## src/rtl/mem_arbiter_ctrl.sv

```systemverilog
// Round-robin arbiter between icache and dcache ports onto one RAM port.
// Completion is signalled combinationally when RAM reports ACCESS.
module mem_arbiter_ctrl #(
    parameter int TIMEOUT_CYCLES = 64,
    parameter int CNT_W          = 32
) (
    input  logic             CLK,
    input  logic             nRST,
    input  logic             iREN,
    input  logic [31:0]      iaddr,
    output logic [31:0]      iload,
    output logic             iwait,
    input  logic             dREN,
    input  logic             dWEN,
    input  logic [31:0]      daddr,
    input  logic [31:0]      dstore,
    output logic [31:0]      dload,
    output logic             dwait,
    output logic             ramREN,
    output logic             ramWEN,
    output logic [31:0]      ramaddr,
    output logic [31:0]      ramstore,
    input  logic [31:0]      ramload,
    input  logic [1:0]       ramstate,
    output logic             bus_err,
    output logic [CNT_W-1:0] icount,
    output logic [CNT_W-1:0] dcount
);

    localparam int WCNT_W = $clog2(TIMEOUT_CYCLES) + 1;
    localparam logic [1:0] RAM_ACCESS = 2'd2;
    localparam logic [WCNT_W-1:0] WCNT_LAST = WCNT_W'(TIMEOUT_CYCLES - 1);

    typedef enum logic [1:0] {IDLE, DATA, INSTR} state_t;
    typedef enum logic {G_INSTR, G_DATA} grant_t;

    state_t            state;
    grant_t            last_grant;
    logic [WCNT_W-1:0] wcnt;

    logic d_req;
    logic access;
    logic timeout;

    assign d_req   = dREN | dWEN;
    assign access  = (ramstate == RAM_ACCESS);
    assign timeout = (wcnt == WCNT_LAST);

    always_ff @(posedge CLK or negedge nRST) begin
        if (!nRST) begin
            state      <= IDLE;
            last_grant <= G_INSTR;
            wcnt       <= '0;
            bus_err    <= 1'b0;
            icount     <= '0;
            dcount     <= '0;
        end else begin
            unique case (state)
                IDLE: begin
                    wcnt <= '0;
                    if (d_req && (!iREN || last_grant == G_INSTR))
                        state <= DATA;
                    else if (iREN)
                        state <= INSTR;
                end
                DATA: begin
                    // withdrawal beats completion: no request, no transfer
                    if (!d_req) begin
                        state <= IDLE;
                        wcnt  <= '0;
                    end else if (access) begin
                        state      <= IDLE;
                        wcnt       <= '0;
                        last_grant <= G_DATA;
                        dcount     <= dcount + CNT_W'(1);
                    end else if (timeout) begin
                        state   <= IDLE;
                        wcnt    <= '0;
                        bus_err <= 1'b1;
                    end else begin
                        wcnt <= wcnt + WCNT_W'(1);
                    end
                end
                INSTR: begin
                    if (!iREN) begin
                        state <= IDLE;
                        wcnt  <= '0;
                    end else if (access) begin
                        state      <= IDLE;
                        wcnt       <= '0;
                        last_grant <= G_INSTR;
                        icount     <= icount + CNT_W'(1);
                    end else if (timeout) begin
                        state   <= IDLE;
                        wcnt    <= '0;
                        bus_err <= 1'b1;
                    end else begin
                        wcnt <= wcnt + WCNT_W'(1);
                    end
                end
                default: state <= IDLE;
            endcase
        end
    end

    always_comb begin
        iwait    = 1'b1;
        dwait    = 1'b1;
        iload    = '0;
        dload    = '0;
        ramREN   = 1'b0;
        ramWEN   = 1'b0;
        ramaddr  = '0;
        ramstore = '0;
        unique case (state)
            DATA: begin
                ramaddr  = daddr;
                ramWEN   = dWEN;
                ramREN   = dREN & ~dWEN;
                ramstore = dWEN ? dstore : 32'h0;
                if (d_req && access) begin
                    dwait = 1'b0;
                    dload = dWEN ? 32'h0 : ramload;
                end
            end
            INSTR: begin
                ramaddr = iaddr;
                ramREN  = iREN;
                if (iREN && access) begin
                    iwait = 1'b0;
                    iload = ramload;
                end
            end
            default: ;
        endcase
    end

endmodule
```

## config.mk

```make
export PLATFORM = sky130hd
export DESIGN_NAME = mem_arbiter_ctrl
export DESIGN_NICKNAME = d
export VERILOG_FILES = /design/src/rtl/mem_arbiter_ctrl.sv
export SDC_FILE = /design/constraint.sdc
export NUM_CORES = 1
export LEC_CHECK = 0
export ABC_AREA = 1
export BUFFER_PORTS_ARGS = -buffer_cell sky130_fd_sc_hd__buf_2
export CAP_MARGIN = 10
export CORE_AREA = 5 5 126 128
export CTS_CLUSTER_DIAMETER = 30
export DETAILED_ROUTE_END_ITERATION = 10
export DIE_AREA = 0 0 131 133
export GPL_TIMING_DRIVEN = 0
export PLACE_DENSITY_LB_ADDON = 0.3
export SYNTH_ARGS = -nofsm -noshare
export SYNTH_HDL_FRONTEND = slang
export SYNTH_SLANG_ARGS = --single-unit
```

## constraint.sdc

```tcl
create_clock -name CLK -period 2.4 [get_ports CLK]
set_clock_uncertainty 0.15 [all_clocks]
set_input_delay 0.24 -clock CLK [delete_from_list [all_inputs] [get_ports CLK]]
set_output_delay 0.24 -clock CLK [all_outputs]
set_load 0.05 [all_outputs]
```

==> flow_summary.toml <==
[setup_path]
startpoint_type = "register"
crit_arrival_ps = 1970
path_class = "reg -> out"
worstPathMaxFanout = 10
path_buf_inv = 3
critPathTopFamily = "simple AND/OR/NAND/NOR gates"
crit_path_end_kind = "output port"
rrSetupSlack_ps = 300
required_ps = 2010
slowest_stage = "dfrtp_1"
crit_path_cell_trace = "inv_1 > ha_2 > nand3_2 > or2_4 > clkbuf_8 > nor2_2 > buf_6"
slowest_delay_ps = 420

[pwr]
power.internal_mw = 3.11
clkPwrFrac = 0.194
p_leak_nw = 4.63
swShare = 0.514
ir_worst_vdd_mv = 0.789
power_density_nw_per_um2 = 748
p_comb_frac = 0.577
seq_power_share = 0.229
power.switching_mw = 3.28

[timing]
relSlewSlack = 0.585
fin_crit_sh = 0.985
fmax_ghz = 0.423
setup_slack_ps = 35.9
rsz0062_at_grt = "true"
drv_slew = 0
worst_hold_slack_ps = 80.2
setup_violations = 0
tightestPinTransition_ps = 618
hold_violations = 0
layout_min_cycle_time_ps = 2360

[synthesis]
synth_top_cell_area_share = 0.358
synth_edf_count = 0
ys.flop_type = "dfrtp_1"
yosysUniqueCellTypes = 32
syn_inst = 813
yosysWarnings = 0
synth.area.top_cells = "dfrtp_1 36%, nand2_1 16%, nor2_1 12%"
synth_nets = 956
synthArstFlopShare = 1.00
synth_seq_area_share = 0.358
synth_top_area_cell = "dfrtp_1"
ys_ff_latch = 75
ys_top_cells_by_count = "228 x nand2_1, 161 x nor2_1, 132 x inv_1"
syn_area_um2 = 5240
yosysMostFrequentCell = "nand2_1"
synth_area_per_cell_um2 = 6.44

[floorplan]
num_io_pins = 332
dieArea_um2 = 17400
rows = 45
initial_core_util = 0.355
die_height_um = 133
die_x_um = 131
core_area_um2 = 14800

[routing]
drc = 0
wl_per_cell_um = 16.6
drtPass1Iterations = 7
vias = 6377
ant_nets = 0
drt-total-wl_mm = 22.4
first_iter_violations = 368
via_per_inst = 4.71

[global_routing]
busiest_layer = "met2"
use_met1 = 0.309
track_usage = 0.238
grt_use_met3 = 0.0880
gr-total-overflow = 0
grt_max_degree = 57
grtUsageMet2 = 0.369
antenna_found_initial = 0
grt_pass1_wl_mm = 32.0
grt_pass1_vias = 5904

[cts]
clockRootBuffer = "clkbuf_16"
clk_pin_slew_ps = 60
cts_buffer_depth = 2
cts_buffers = 9
clkLatencyLatePin_ps = 330
cts_sinks = 75
cts_tree = "yes"
htree_levels = 3

[place]
io_buffer_count = 331
pre_cts_slack_ps = -227
place.gp.congestion = 0.881
dpl.hpwl_mm = 17.9

[run_status]
status = "finished clean"

[finish]
drive_above_1_share = 0.415
finalNetCount = 1303
multi_input_area_um2 = 3180
area_growth_pct = 63.1
seqCellArea_um2 = 1880
diodes = 0
fillers = 1392

[job]
max-cap-violations = 0

[hold_path]
hold_class = "in -> reg"
## logic make-up after synthesis
kind of cell	synth area share
flip-flops	0.358
AND/OR/NAND/NOR	0.390
buffers and inverters	0.112
XOR/XNOR	0.0703
AO/OA/AOI/OAI	0.0502
adder cells (fa/ha/maj)	0.0191
## power by group through the flow
stage	clock [mW]	sequential [mW]	combinational, mW
2_1_floorplan	0	1.65	2.15
4_1_cts	1.28	1.45	3.51
3_5_place_dp	0	1.48	3.19
3_3_place_gp	0	1.48	3.18
6_report	1.24	1.46	3.69
5_1_grt	1.33	1.47	3.89
## final timing paths
| check | from | end | depth (start not counted) |
|---|---|---|---|
| max in group asynchronous | nRST | dcount[2] | 3 |
| worst max register to register | state[0] | icount[28] | 11 |
| worst min-delay path | iREN | state[1] | 3 |
| worst min register to register | wcnt[5] | wcnt[5] | 2 |
| min in group asynchronous | nRST | icount[27] | 2 |
| worst max-delay path | state[1] | dload[22] | 7 |
## routing by layer
| layer | share of wire | up-vias |
|---|---|---|
| met5 | 0 | - |
| met4 | 0.027 | 0 |
| met3 | 0.11 | 39 |
| met2 | 0.47 | 305 |
| met1 | 0.40 | 2871 |
| li1 | - | 3162 |
## area by class of cell
cell class	count	area share
clock inverters	4	0.00308
clock buffers	12	0.0289
flip-flops and latches	75	0.220
multi-input cells	583	0.372
plain buffers	20	0.0230
inverters	134	0.0593
well taps	188	0.0275
repair buffers	337	0.266
## timing repair
item	in CTS	in global routing
buffers inserted	3	1
gates resized for setup	214	97
hold endpoints to repair	75	0
hold buffers	1	0
endpoints found under the setup margin	129	119
pin swaps	1	3
## state kept, by name (all words and copies together), names as in the netlist
| name | count |
|---|---|
| state | 2 |
| icount | 32 |
| bus_err | 1 |
| last_grant | 1 |
| dcount | 32 |
| wcnt | 7 |
## worst min-delay path: cells and delay by family
kind	cells	cell delay, ps
and+or+nand+nor	2	140
buffers and inverters	1	150
## through the flow
step	instances	util	TNS (ps)	power, mW	area, µm²
2_1_floorplan	813	-	-802	3.79	5390
3_3_place_gp	1332	0.494	-3420	4.66	7280
3_5_place_dp	1333	0.496	-4480	4.67	7310
4_1_cts	1352	0.559	-187	6.24	8250
5_1_grt	1353	0.579	-433	6.69	8540
6_report	1353	0.579	0	6.39	8540
## placed cells by master, fill, tap and decap left out, types with 9 or more instances in the layout
cell type    n
nand2_1    227
buf_2      216
inv_1      131
nor2_1      99
dfrtp_1     75
buf_6       66
nor2_2      42
nand3_1     40
buf_4       36
a21oi_2     30
nor2_4      26
clkbuf_4    24
xor2_1      23
nand4_1     20
xnor2_1     19
nor3_1      12
o21ai_0      9
clkbuf_16    9
Power figures use the tool's default switching activity.
